$ cat src/rtl/pipe_ctrl.sv
// pipe_ctrl: sequencing controller for the 5-stage in-order pipeline.
// Produces per-register write enables and flushes, operand forwarding
// selects, halt/error status and retire/stall performance counters.
module pipe_ctrl #(
  parameter int CNT_W       = 64,
  parameter int LSU_TIMEOUT = 1024
) (
  input  logic             clk,
  input  logic             rst,
  input  logic             id_valid,
  input  logic [4:0]       id_rs1,
  input  logic [4:0]       id_rs2,
  input  logic             id_use_rs1,
  input  logic             id_use_rs2,
  input  logic             ex_valid,
  input  logic [4:0]       ex_rd,
  input  logic             ex_rd_w_en,
  input  logic             ex_is_load,
  input  logic             ex_busy,
  input  logic             ex_branch_taken,
  input  logic             mem_valid,
  input  logic [4:0]       mem_rd,
  input  logic             mem_rd_w_en,
  input  logic             mem_lsu_req,
  input  logic             lsu_done,
  input  logic             wb_valid,
  input  logic             wb_ebreak,
  output logic             pc_wen,
  output logic             if_id_wen,
  output logic             id_ex_wen,
  output logic             ex_mem_wen,
  output logic             mem_wb_wen,
  output logic             if_id_flush,
  output logic             id_ex_flush,
  output logic             ex_mem_flush,
  output logic             mem_wb_flush,
  output logic [1:0]       fwd_rs1_sel,
  output logic [1:0]       fwd_rs2_sel,
  output logic             halted,
  output logic             err,
  output logic [CNT_W-1:0] retire_cnt,
  output logic [CNT_W-1:0] stall_cnt
);

  localparam int TMO_W = $clog2(LSU_TIMEOUT) + 1;
  localparam logic [TMO_W-1:0] TMO_LAST = TMO_W'(LSU_TIMEOUT - 1);

  typedef enum logic [1:0] {
    ST_RUN      = 2'd0,
    ST_LSU_WAIT = 2'd1,
    ST_HALT     = 2'd2,
    ST_ERR      = 2'd3
  } state_t;

  state_t             state_q, state_d;
  logic [TMO_W-1:0]   tmo_q, tmo_d;
  logic [CNT_W-1:0]   retire_cnt_q, retire_cnt_d;
  logic [CNT_W-1:0]   stall_cnt_q, stall_cnt_d;
  logic               halted_q, halted_d;
  logic               err_q, err_d;

  logic lsu_stall, exu_stall, load_use, redirect;
  logic active;

  // Hazard conditions decoded from the pipeline register status
  always_comb begin
    lsu_stall = mem_valid & mem_lsu_req & ~lsu_done;
    exu_stall = ex_valid & ex_busy;
    load_use  = id_valid & ex_valid & ex_is_load & (ex_rd != 5'd0) &
                ((id_use_rs1 & (id_rs1 == ex_rd)) |
                 (id_use_rs2 & (id_rs2 == ex_rd)));
    redirect  = ex_valid & ex_branch_taken;
    active    = (state_q == ST_RUN) || (state_q == ST_LSU_WAIT);
  end

  // Priority-resolved write enables and flushes; only the top condition applies
  always_comb begin
    pc_wen       = 1'b1;
    if_id_wen    = 1'b1;
    id_ex_wen    = 1'b1;
    ex_mem_wen   = 1'b1;
    mem_wb_wen   = 1'b1;
    if_id_flush  = 1'b0;
    id_ex_flush  = 1'b0;
    ex_mem_flush = 1'b0;
    mem_wb_flush = 1'b0;
    if (!rst || !active) begin
      pc_wen       = 1'b0;
      if_id_wen    = 1'b0;
      id_ex_wen    = 1'b0;
      ex_mem_wen   = 1'b0;
      mem_wb_wen   = 1'b0;
      if_id_flush  = 1'b1;
      id_ex_flush  = 1'b1;
      ex_mem_flush = 1'b1;
      mem_wb_flush = 1'b1;
    end else if (lsu_stall) begin
      // Freeze everything up to MEM and bubble WB
      pc_wen       = 1'b0;
      if_id_wen    = 1'b0;
      id_ex_wen    = 1'b0;
      ex_mem_wen   = 1'b0;
      mem_wb_flush = 1'b1;
    end else if (exu_stall) begin
      // Hold front end while EX iterates; let MEM drain into WB
      pc_wen       = 1'b0;
      if_id_wen    = 1'b0;
      id_ex_wen    = 1'b0;
      ex_mem_flush = 1'b1;
    end else if (redirect) begin
      // PC loads the branch target; squash the two younger instructions
      if_id_flush  = 1'b1;
      id_ex_flush  = 1'b1;
    end else if (load_use) begin
      // Hold the consumer in ID one cycle, insert a bubble into EX
      pc_wen       = 1'b0;
      if_id_wen    = 1'b0;
      id_ex_flush  = 1'b1;
    end
  end

  // Operand forwarding selects; the younger EX result wins over MEM, x0 never forwards
  always_comb begin
    fwd_rs1_sel = 2'b00;
    fwd_rs2_sel = 2'b00;
    if (rst) begin
      if (ex_valid && ex_rd_w_en && !ex_is_load && ex_rd != 5'd0 && ex_rd == id_rs1)
        fwd_rs1_sel = 2'b01;
      else if (mem_valid && mem_rd_w_en && mem_rd != 5'd0 && mem_rd == id_rs1)
        fwd_rs1_sel = 2'b10;
      if (ex_valid && ex_rd_w_en && !ex_is_load && ex_rd != 5'd0 && ex_rd == id_rs2)
        fwd_rs2_sel = 2'b01;
      else if (mem_valid && mem_rd_w_en && mem_rd != 5'd0 && mem_rd == id_rs2)
        fwd_rs2_sel = 2'b10;
    end
  end

  // Next state, LSU timeout tracking and counter updates
  always_comb begin
    state_d = state_q;
    tmo_d   = '0;
    case (state_q)
      ST_RUN: begin
        if (lsu_stall) state_d = ST_LSU_WAIT;
      end
      ST_LSU_WAIT: begin
        if (lsu_done) begin
          state_d = ST_RUN;
        end else begin
          tmo_d = tmo_q + TMO_W'(1);
          if (tmo_d == TMO_LAST) state_d = ST_ERR;
        end
      end
      default: state_d = state_q;
    endcase
    // An ebreak reaching WB stops the core regardless of LSU progress
    if (active && wb_valid && wb_ebreak) state_d = ST_HALT;
    if (state_d != ST_LSU_WAIT) tmo_d = '0;

    retire_cnt_d = retire_cnt_q;
    stall_cnt_d  = stall_cnt_q;
    if (active && wb_valid) retire_cnt_d = retire_cnt_q + CNT_W'(1);
    if (active && !pc_wen)  stall_cnt_d  = stall_cnt_q + CNT_W'(1);

    halted_d = (state_d == ST_HALT);
    err_d    = (state_d == ST_ERR);
  end

  // State and counter registers with synchronous active-low reset
  always_ff @(posedge clk) begin
    if (!rst) begin
      state_q      <= ST_RUN;
      tmo_q        <= '0;
      retire_cnt_q <= '0;
      stall_cnt_q  <= '0;
      halted_q     <= 1'b0;
      err_q        <= 1'b0;
    end else begin
      state_q      <= state_d;
      tmo_q        <= tmo_d;
      retire_cnt_q <= retire_cnt_d;
      stall_cnt_q  <= stall_cnt_d;
      halted_q     <= halted_d;
      err_q        <= err_d;
    end
  end

  assign halted     = halted_q;
  assign err        = err_q;
  assign retire_cnt = retire_cnt_q;
  assign stall_cnt  = stall_cnt_q;

endmodule

$ cat config.mk
export PLATFORM = sky130hd
export DESIGN_NAME = pipe_ctrl
export DESIGN_NICKNAME = d
export VERILOG_FILES = /design/src/rtl/pipe_ctrl.sv
export SDC_FILE = /design/constraint.sdc
export NUM_CORES = 1
export LEC_CHECK = 0
export BUFFER_PORTS_ARGS = -buffer_cell sky130_fd_sc_hd__buf_4
export CORE_UTILIZATION = 54
export DETAILED_ROUTE_END_ITERATION = 12
export PLACE_DENSITY = 0.79
export SLEW_MARGIN = 10
export SYNTH_ARGS = -nofsm -noshare
export SYNTH_HDL_FRONTEND = slang
export SYNTH_SLANG_ARGS = --single-unit
export TNS_END_PERCENT = 5
$ cat constraint.sdc
create_clock -name clk -period 3 [get_ports clk]
set_input_delay 0.45 -clock clk [delete_from_list [all_inputs] [get_ports clk]]
set_output_delay 0.45 -clock clk [all_outputs]
set_load 0.03 [all_outputs]
==> parameters.txt, run 1 <==
Parameter                              Value

Placed design
  Cell area reported after detailed placement ... 8850 um^2
  HPWL after DPL ... 13,000 um
  Number of instances in the placed design ... 1,205
  Port Buffer Count ... 178
  Placer Congestion ... 0.881
  Worst setup timing slack at the placement stage ... 200 ps

STA
  Final Max Tran Viols ... 0
  Slew @ Worst Pin ... 586 ps
  Share of the clock period used by the worst path ... 90.7%
  Post-Route Skew ... 5.72 ps
  Min Clock Period, post-route ... 2720 ps
  Worst setup slack after layout ... 280 ps
  Finish-stage setup viols ... 0
  Hold Vio Cnt, Final ... 0
  Relative max-transition margin ... 60.6%
  Setup_tns ... 0 ps
  Max Freq ... 368 MHz
  Unrepaired setup endpoints after global routing ... no

CTS
  CTS max path bufs ... 2
  CTS root buf ... sky130_fd_sc_hd__clkbuf_16
  # hold bufs at CTS ... 0
  Clock transition at path regs ... 60 ps
  Number of gates resized after cts ... 0
  Depth of the CTS H-tree ... 4
  Insertion delay of the later-clocked pin in the worst-skew pair ... 420 ps
  Number of clock sinks seen by CTS ... 143
  Post-CTS setup repair buffer count ... 0
  CTS tree ... built
  Number of buffers created by CTS ... 17

Synth
  Post-synthesis simple-gate area fraction ... 29.9%
  Mean instance size in the synthesized netlist ... 8.39 um^2
  Number of synthesized flops with an enable pin ... 0
  Area of the mapped netlist ... 7310 um^2
  Post-Syn Nets ... 911
  Seq/Total Area, Yosys ... 39.2%
  Post-synthesis adder-cell area fraction ... 0.685%
  Flop and latch count out of synthesis ... 143
  Post-synthesis cell type count ... 57
  Share of flip-flops with an asynchronous set or reset after synthesis ... 0%
  Compound-cell area share of the yosys netlist ... 10.6%
  Post-synthesis cell count ... 871
  Post-synthesis share of cell area spent on xor and xnor gates ... 13.9%
  Top FF cell, synth ... sky130_fd_sc_hd__dfxtp_1
  Synth warnings ... 0
  Fraction of synthesized area in multiplexers ... 2.48%
  Combinational family with the most area after synthesis ... simple AND/OR/NAND/NOR gates

Layout
  Relative area change from synthesis to final layout ... 29.2%
  Diodes inserted ... 0
  Nets ... 1,088
  Proportion of layout cells with a drive suffix above 1 ... 22.6%
  Post-Layout Inst Area ... 9440 um^2
  Non-filler instance count after layout ... 1,237

Hold path
  Worst min-delay path category ... primary input to flip-flop

Setup path
  Largest delay contributor family on the critical path ... simple AND/OR/NAND/NOR gates
  CP startpoint kind ... flip-flop
  Critical path class ... flip-flop to flip-flop
  CP arrival ... 3030 ps
  Required time worst endpoint ... 3310 ps
  Kind of capture point of the worst setup path ... flip-flop
  CP max FO ... 10
  Slowest stage delay, CP ... 560 ps
  Cell-by-cell trace of the critical path ... nand4_2, or4_1, nor4_1, or2b_1, o22ai_2, buf_4, nand4_1, mux2i_1
  Number of buffers and inverters on the critical path ... 1
  Cell with the largest stage delay on the worst path ... sky130_fd_sc_hd__or4_1

Floorplanning
  Die boundary width ... 118 um
  Die height ... 118 um
  Placement row count ... 42
  Initial core utilization ... 55.2%
  Ports placed on the boundary ... 179
  Overall die area ... 14,000 um^2
  Core region area ... 13,200 um^2

Drt
  Vias post-DR ... 6,800
  Avg WL per Cell ... 14.7 um
  Post-detailed-route via-to-cell ratio ... 5.50
  Total DRC errors in the routed layout ... 0
  Violation count after the first detailed-routing iteration ... 421
  Detailed-route wire length ... 18,100 um
  Length of the first detailed-routing pass in iterations ... 5
  Post-route ant nets ... 0

Job
  Max Cap Violations ... 0

Global routing
  Pin count of the biggest net entering global routing ... 96
  Total gr overflow ... 0
  Global-route wire length before repair ... 29,800 um
  Total global-route track usage ... 26.1%
  Number of antenna violations at the first check in global routing ... 0
  Vias in the first global route ... 6,184

Power and ir drop
  Power per Cell Area ... 451 nW/um^2
  Static Leakage ... 3.92 nW
  Peak ir drop on the vdd network ... 0.456 mV

Status
  Run status ... complete, no violations
-- cells in the mapped netlist (2+ instances only) --
library cell	count	area [um^2]
sky130_fd_sc_hd__buf_4	2	15.0
sky130_fd_sc_hd__inv_1	26	97.6
sky130_fd_sc_hd__nor3_1	4	20.0
sky130_fd_sc_hd__a21o_1	3	22.5
sky130_fd_sc_hd__o2111ai_1	7	61.3
sky130_fd_sc_hd__nand4_1	42	263
sky130_fd_sc_hd__mux2i_1	17	170
sky130_fd_sc_hd__nand2b_1	20	125
sky130_fd_sc_hd__or4_1	5	37.5
sky130_fd_sc_hd__nor2_1	116	435
sky130_fd_sc_hd__a2111oi_2	2	30.0
sky130_fd_sc_hd__a21bo_2	2	20.0
sky130_fd_sc_hd__nor4_4	2	42.5
sky130_fd_sc_hd__nand2_1	72	270
sky130_fd_sc_hd__nand3_1	47	235
sky130_fd_sc_hd__dfxtp_1	143	2860
sky130_fd_sc_hd__o21ai_0	27	135
sky130_fd_sc_hd__and3_1	27	169
sky130_fd_sc_hd__a31oi_1	2	12.5
sky130_fd_sc_hd__a21oi_1	35	175
sky130_fd_sc_hd__buf_2	2	10.0
sky130_fd_sc_hd__xnor2_1	55	482
sky130_fd_sc_hd__a21boi_0	2	15.0
sky130_fd_sc_hd__and2_1	16	100
sky130_fd_sc_hd__a211oi_1	6	45.0
sky130_fd_sc_hd__o211ai_1	5	37.5
sky130_fd_sc_hd__o211a_1	4	40.0
sky130_fd_sc_hd__or3_1	23	144
sky130_fd_sc_hd__clkbuf_1	32	120
sky130_fd_sc_hd__nor4_1	6	37.5
sky130_fd_sc_hd__xor2_1	61	534
sky130_fd_sc_hd__o2111a_1	4	45.0
sky130_fd_sc_hd__nor2b_1	7	43.8
sky130_fd_sc_hd__nand3b_1	4	30.0
sky130_fd_sc_hd__o22ai_1	2	12.5
sky130_fd_sc_hd__ha_1	4	50.1
sky130_fd_sc_hd__and4_1	16	140
sky130_fd_sc_hd__nor4_2	2	25.0
-- path summary, 6_finish.rpt --
path | from | end | slack, ps | depth (start not counted)
setup / recovery | stall_cnt[4] | stall_cnt[40] | 280 | 8
hold / removal | lsu_done | state_q[0] | 390 | 4
setup reg to reg | stall_cnt[4] | stall_cnt[40] | 280 | 8
hold reg to reg | stall_cnt[63] | stall_cnt[63] | 480 | 2
-- logic make-up (layout without fill, tap and decap cells) --
family	Yosys count	in the layout
and+or+nand+nor	416	416
DFF	143	143
xor gates and xnor gates	116	116
AOI/OAI and AO/OA	112	112
buffers and inverters	62	252
muxes	18	18
adders and majority gates	4	4
-- layout make-up --
cell class	count	area [um^2]
clock buffer	22	474
clock inverter	10	111
fill	1094	3800
inverter	26	98.8
multi-input combinational	666	4200
sequential	143	2860
tap	176	220
timing repair buffer	194	1470
-- power by group --
group	internal [W]	total (W)	leakage, nW	switching [W]
clock network	0.00128	0.00208	0.282	0.000793
logic	0.000104	0.000254	2.48	0.000150
registers	0.00191	0.00193	1.15	0.0000155
-- placed cells by master, fill, tap and decap left out, drive strengths merged, types with 3 or more instances in the layout --
cell | synthesis | final
a2111oi | 3 | 3
a211oi | 6 | 6
a21o | 3 | 3
a21oi | 36 | 36
and2 | 16 | 16
and3 | 27 | 27
and4 | 16 | 16
buf | 4 | 194
clkbuf | 32 | 22
clkinv | 0 | 6
clkinvlp | 0 | 3
dfxtp | 143 | 143
ha | 4 | 4
inv | 26 | 25
mux2i | 17 | 17
nand2 | 72 | 72
nand2b | 20 | 20
nand3 | 47 | 47
nand3b | 4 | 4
nand4 | 43 | 43
nor2 | 116 | 116
nor2b | 7 | 7
nor3 | 5 | 5
nor4 | 10 | 10
o2111a | 4 | 4
o2111ai | 7 | 7
o211a | 4 | 4
o211ai | 5 | 5
o21ai | 28 | 28
o22ai | 3 | 3
or3 | 23 | 23
or4 | 5 | 5
xnor2 | 55 | 55
xor2 | 61 | 61
-- metrics by stage --
stage | hold slack [ps] | util [%] | total power, W
global route | 410 | 71.3 | 0.00440
finish | 390 | 71.3 | 0.00426
global placement | 471 | 66.9 | 0.00222
CTS | 378 | 71.3 | 0.00429
detailed placement | 478 | 66.9 | 0.00222
floorplan | 514 | - | 0.00211
-- routing by layer --
| metal | vias up | share of wire, % | GRT usage [%] |
|---|---|---|---|
| met2 | 156 | 48 | 43.1 |
| met1 | 3206 | 45 | 32.8 |
| met4 | 0 | 1.9 | 10.6 |
| met3 | 30 | 5.7 | 6.13 |
| met5 | - | 0 | 0 |
| li1 | 3408 | - | - |
-- tightest hold or removal path, delay by kind of cell --
kind | cells | cell delay (ps)
compound gates | 2 | 150
buf+inv | 1 | 100
simple gates | 1 | 60
-- registers in the layout, summed over array words and instances (netlist names) --
name        cells
err             1
halted          1
tmo_q          11
state_q         2
stall_cnt      64
retire_cnt     64
Power figures use the tool's default switching activity.
==> inputs of run 2 (changes only) <==
--- a/config.mk
+++ b/config.mk
@@ -6,9 +6,9 @@
 export NUM_CORES = 1
 export LEC_CHECK = 0
 export BUFFER_PORTS_ARGS = -buffer_cell sky130_fd_sc_hd__buf_4
-export CORE_UTILIZATION = 54
+export CORE_UTILIZATION = 58
 export DETAILED_ROUTE_END_ITERATION = 12
-export PLACE_DENSITY = 0.79
+export PLACE_DENSITY = 0.84
 export SLEW_MARGIN = 10
 export SYNTH_ARGS = -nofsm -noshare
 export SYNTH_HDL_FRONTEND = slang
==> constraint.sdc (replaced) <==
create_clock -name clk -period 3.2 [get_ports clk]
set_input_delay 0.48 -clock clk [delete_from_list [all_inputs] [get_ports clk]]
set_output_delay 0.48 -clock clk [all_outputs]
set_load 0.03 [all_outputs]
==> parameters.txt, run 2 (synthesis results as in run 1) <==
Parameter                              Value

Status
  Run status ... complete, no violations

CTS
  # hold bufs at CTS ... 0
  Post-CTS setup repair buffer count ... 0
  Insertion delay of the later-clocked pin in the worst-skew pair ... 420 ps
  CTS max path bufs ... 2
  Depth of the CTS H-tree ... 4
  CTS root buf ... sky130_fd_sc_hd__clkbuf_16
  CTS tree ... built
  Clock transition at path regs ... 60 ps
  Number of buffers created by CTS ... 17
  Number of gates resized after cts ... 0
  Number of clock sinks seen by CTS ... 143

Setup path
  Critical path class ... flip-flop to flip-flop
  CP startpoint kind ... flip-flop
  CP max FO ... 9
  Required time worst endpoint ... 3490 ps
  CP arrival ... 3040 ps
  Kind of capture point of the worst setup path ... flip-flop

Global routing
  Met3 usage in global routing ... 6.19%
  Number of antenna violations at the first check in global routing ... 0
  Vias in the first global route ... 6,343
  Global routing met1 resource utilization ... 37.8%
  Pin count of the biggest net entering global routing ... 77
  Total gr overflow ... 0
  Met2 Resource Use GR ... 47.9%
  Total global-route track usage ... 29.3%
  Global-route wire length before repair ... 30,800 um
  Most heavily used metal layer in global routing ... met2

Placed design
  HPWL after DPL ... 13,100 um
  Port Buffer Count ... 178
  Cell area reported after detailed placement ... 8820 um^2
  Placer Congestion ... 0.887
  Number of instances in the placed design ... 1,194

Power and ir drop
  Peak ir drop on the vdd network ... 0.330 mV
  Sw frac ... 21.9%
  Net switching power ... 0.000898 W
  Static Leakage ... 3.91 nW
  Design Power ... 0.00411 W
  Clock network fraction of design power ... 50.1%
  Sequential power share ... 44.0%
  Power per Cell Area ... 435 nW/um^2
  Combinational share of power ... 5.9%
  Internal power component ... 0.00321 W

Floorplanning
  Die boundary width ... 114 um
  Initial core utilization ... 60.1%
  Placement row count ... 40
  Core region area ... 12,200 um^2
  Die height ... 114 um
  Overall die area ... 13,100 um^2
  Ports placed on the boundary ... 179

Layout
  Non-filler instance count after layout ... 1,226
  Relative area change from synthesis to final layout ... 29.1%
  Diodes inserted ... 0
  Proportion of layout cells with a drive suffix above 1 ... 22.3%
  Most used cells in the layout excluding fill and tap cells ... 190 x sky130_fd_sc_hd__buf_4, 143 x sky130_fd_sc_hd__dfxtp_1, 116 x sky130_fd_sc_hd__nor2_1
  Most common cell after layout, fill and taps aside ... sky130_fd_sc_hd__buf_4
  Nets ... 1,085
  # fillers ... 870
  Post-layout util ... 77.6%
  Post-Layout Inst Area ... 9440 um^2

STA
  Setup_tns ... 0 ps
  Min Clock Period, post-route ... 2750 ps
  Relative max-transition margin ... 59.3%
  Share of the clock period used by the worst path ... 85.9%
  Unrepaired setup endpoints after global routing ... no
  Slew @ Worst Pin ... 610 ps
  Hold Vio Cnt, Final ... 0
  Finish-stage setup viols ... 0
  Final Max Tran Viols ... 0
  Post-Route Skew ... 6.71 ps
  Max Freq ... 364 MHz

Job
  Max Cap Violations ... 0

Drt
  Length of the first detailed-routing pass in iterations ... 5
  Post-detailed-route via-to-cell ratio ... 5.68
  Vias post-DR ... 6,968
  Total DRC errors in the routed layout ... 0
  Detailed-route wire length ... 18,800 um
  Avg WL per Cell ... 15.4 um
  Post-route ant nets ... 0
  Violation count after the first detailed-routing iteration ... 629

Hold path
  Worst min-delay path category ... primary input to flip-flop
==> run 2: cell count changes in the layout (fill, tap and decap cells not counted) <==
cell	change
sky130_fd_sc_hd__clkinvlp_4	-1
sky130_fd_sc_hd__clkbuf_8	-2
sky130_fd_sc_hd__clkbuf_1	+1
sky130_fd_sc_hd__buf_4	-3
sky130_fd_sc_hd__bufinv_16	+2
==> run 2: critical path: stages, from the launching register on <==
cell and delay (ps):
sky130_fd_sc_hd__dfxtp_1 440, sky130_fd_sc_hd__nand4_1 240, sky130_fd_sc_hd__nor4_1 550, sky130_fd_sc_hd__nand4_1 350
sky130_fd_sc_hd__nor4_4 600, sky130_fd_sc_hd__nand2_1 150, sky130_fd_sc_hd__xor2_1 210, sky130_fd_sc_hd__nor2_1 70
==> run 2: metal layers <==
metal / wire length (um) / share of wire [%]
met1: 8210 / 44
met2: 9070 / 48
met3: 1150 / 6.1
met4: 407 / 2.2
met5: 0 / 0
==> run 2: cell type report <==
cell class | instances | area (um^2) | area share [%]
clock buffer | 21 | 450 | 4.77
timing repair buffer | 191 | 1450 | 15.3
multi-input combinational | 666 | 4200 | 44.6
inverter | 26 | 98.8 | 1.05
sequential | 143 | 2860 | 30.3
tap | 168 | 210 | 2.23
clock inverter | 11 | 164 | 1.74
==> run 2: worst paths after layout <==
kind / to / slack (ps) / startpoint / cells after the start
hold reg to reg: stall_cnt[41] / 490 / stall_cnt[41] / 2
setup reg to reg: retire_cnt[61] / 450 / retire_cnt[7] / 7
hold / removal: state_q[0] / 420 / lsu_done / 4
setup / recovery: retire_cnt[61] / 450 / retire_cnt[7] / 7
==> run 2: power groups by stage <==
stage	Clock (W)	Combinational, W	Sequential, W
global route	0.00216	0.000262	0.00181
global placement	0	0.000240	0.00184
finish	0.00206	0.000242	0.00181
CTS	0.00207	0.000242	0.00181
floorplan	0	0.000125	0.00186
detailed placement	0	0.000242	0.00184
==> run 2: per-stage QoR <==
step / setup WS (ps) / hold WS (ps)
floorplan: 479 / 514
global placement: 451 / 470
detailed placement: 391 / 480
CTS: 476 / 415
global route: 204 / 446
finish: 452 / 423
==> inputs of run 3 (changes only) <==
--- a/config.mk
+++ b/config.mk
@@ -8,7 +8,7 @@
 export BUFFER_PORTS_ARGS = -buffer_cell sky130_fd_sc_hd__buf_4
 export CORE_UTILIZATION = 58
 export DETAILED_ROUTE_END_ITERATION = 12
-export PLACE_DENSITY = 0.84
+export PLACE_DENSITY = 0.82
 export SLEW_MARGIN = 10
 export SYNTH_ARGS = -nofsm -noshare
 export SYNTH_HDL_FRONTEND = slang
==> parameters.txt, run 3 (synthesis results as in run 1) <==
Parameter                              Value

STA
  Post-Route Hold Slack ... 393 ps
  Setup_tns ... 0 ps
  Post-Route Skew ... 5.53 ps
  Relative max-transition margin ... 53.9%
  Share of the clock period used by the worst path ... 84.2%
  Finish-stage setup viols ... 0
  Unrepaired setup endpoints after global routing ... no
  Final Max Tran Viols ... 0
  Hold Vio Cnt, Final ... 0
  Min Clock Period, post-route ... 2690 ps
  Slew @ Worst Pin ... 691 ps
  Max Freq ... 371 MHz

Power and ir drop
  Peak ir drop on the vdd network ... 0.316 mV
  Power per Cell Area ... 420 nW/um^2
  Design Power ... 0.00394 W
  Static Leakage ... 3.88 nW

CTS
  Number of buffers created by CTS ... 17
  Clock transition at path regs ... 60 ps
  Number of clock sinks seen by CTS ... 143
  CTS max path bufs ... 2
  Depth of the CTS H-tree ... 4
  Insertion delay of the later-clocked pin in the worst-skew pair ... 420 ps
  Number of gates resized after cts ... 0
  # hold bufs at CTS ... 0
  Post-CTS setup repair buffer count ... 0
  CTS tree ... built
  CTS root buf ... sky130_fd_sc_hd__clkbuf_16

Drt
  Total DRC errors in the routed layout ... 0
  Avg WL per Cell ... 15.0 um
  Violation count after the first detailed-routing iteration ... 485
  Post-route ant nets ... 0
  Detailed-route wire length ... 18,300 um
  Length of the first detailed-routing pass in iterations ... 4
  Post-detailed-route via-to-cell ratio ... 5.58
  Vias post-DR ... 6,837

Global routing
  Total global-route track usage ... 28.6%
  Pin count of the biggest net entering global routing ... 51
  Vias in the first global route ... 6,191
  Number of antenna violations at the first check in global routing ... 0
  Global-route wire length before repair ... 30,000 um
  Total gr overflow ... 0

Setup path
  Worst Reg2Reg Path Length in Cells ... 7
  CP arrival ... 3000 ps
  Worst R2R Setup Slack ... 510 ps
  Slowest stage delay, CP ... 560 ps
  CP max FO ... 10
  Largest delay contributor family on the critical path ... simple AND/OR/NAND/NOR gates
  Kind of capture point of the worst setup path ... flip-flop
  Number of buffers and inverters on the critical path ... 0
  Required time worst endpoint ... 3500 ps
  Cell with the largest stage delay on the worst path ... sky130_fd_sc_hd__or4_1
  Cell-by-cell trace of the critical path ... nand4_2, or4_1, nor4_1, or2b_1, o22ai_2, nand3_1, mux2i_1
  CP startpoint kind ... flip-flop
  Critical path class ... flip-flop to flip-flop
  RR Endpoint ... stall_cnt[44]
  CP Depth ... 7
  Launch instance of the worst register-to-register path ... stall_cnt[6]

Hold path
  Launch instance of the worst min-delay path ... rst
  Worst min-delay path category ... primary input to flip-flop
  Destination of the worst hold path ... retire_cnt[27]
  Cell depth of the worst hold path ... 2

Layout
  Most common cell after layout, fill and taps aside ... sky130_fd_sc_hd__buf_4
  Relative area change from synthesis to final layout ... 28.3%
  Non-filler instance count after layout ... 1,225
  Nets ... 1,084
  Proportion of layout cells with a drive suffix above 1 ... 22.2%
  # fillers ... 914
  Most used cells in the layout excluding fill and tap cells ... 189 x sky130_fd_sc_hd__buf_4, 143 x sky130_fd_sc_hd__dfxtp_1, 116 x sky130_fd_sc_hd__nor2_1
  Post-Layout Inst Area ... 9380 um^2
  Diodes inserted ... 0

Placed design
  Cell area reported after detailed placement ... 8810 um^2
  Number of instances in the placed design ... 1,193
  HPWL after DPL ... 13,000 um
  Placer Congestion ... 0.881
  Port Buffer Count ... 178

Floorplanning
  Ports placed on the boundary ... 179
  Die boundary width ... 114 um
  Die height ... 114 um
  Initial core utilization ... 60.1%
  Core region area ... 12,200 um^2
  Overall die area ... 13,100 um^2
  Placement row count ... 40

Status
  Run status ... complete, no violations

Job
  Max Cap Violations ... 0
[run 3: cell types whose count changed in the layout (fill, tap and decap cells not counted), sizes merged]
| cell | previous run | this run |
|---|---|---|
| clkinv | 6 | 7 |
| buf | 191 | 190 |
| clkinvlp | 2 | 3 |
| bufinv | 4 | 2 |
[run 3: area by class of cell]
cell class                      instances  area, um^2  share of cell area, %
Inverter                               26        98.8                   1.05
Tap cell                              168         210                   2.24
Clock buffer                           21         450                   4.80
Clock inverter                         11         116                   1.24
Timing Repair Buffer                  190        1440                   15.3
Multi-Input combinational cell        666        4200                   44.8
Sequential cell                       143        2860                   30.5
[run 3: how the worst max path moves through the flow]
stage	from	endpoint	slack (ps)
after CTS	stall_cnt[6]	stall_cnt[31]	520
after detailed placement	ex_rd[4]	stall_cnt[49]	400
after floorplan	ex_rd[0]	pc_wen	480
after global placement	ex_rd[4]	stall_cnt[55]	450
after global routing	retire_cnt[7]	retire_cnt[55]	210
final	stall_cnt[6]	stall_cnt[44]	510
[run 3: power breakdown]
group	internal, W	leakage, nW	total [W]	switching, W
logic	0.0000987	2.46	0.000241	0.000142
registers	0.00179	1.15	0.00181	0.0000158
clock network	0.00116	0.273	0.00189	0.000731
total	0.00305	3.88	0.00394	0.000890
[run 3: worst register-to-register path, cell delays in order (launching register included)]
cell and delay, ps:
sky130_fd_sc_hd__dfxtp_1 420, sky130_fd_sc_hd__nand4_2 180, sky130_fd_sc_hd__or4_1 560, sky130_fd_sc_hd__nor4_1 310
sky130_fd_sc_hd__or2b_1 320, sky130_fd_sc_hd__o22ai_2 460, sky130_fd_sc_hd__nand3_1 190, sky130_fd_sc_hd__mux2i_1 150
[run 3: routing by layer]
| metal | routed length [um] | up-vias | GRT usage (%) |
|---|---|---|---|
| met5 | 0 | - | 0 |
| li1 | - | 3401 | - |
| met4 | 267 | 0 | 8.40 |
| met3 | 1130 | 29 | 7.68 |
| met2 | 8770 | 222 | 47.5 |
| met1 | 8170 | 3185 | 36.5 |
[run 3: through the flow]
stage | util, % | setup WS, ps
after global placement | 72.5 | 448
final | 77.1 | 505
after floorplan | - | 479
after detailed placement | 72.5 | 402
after CTS | 77.1 | 518
after global routing | 77.1 | 208
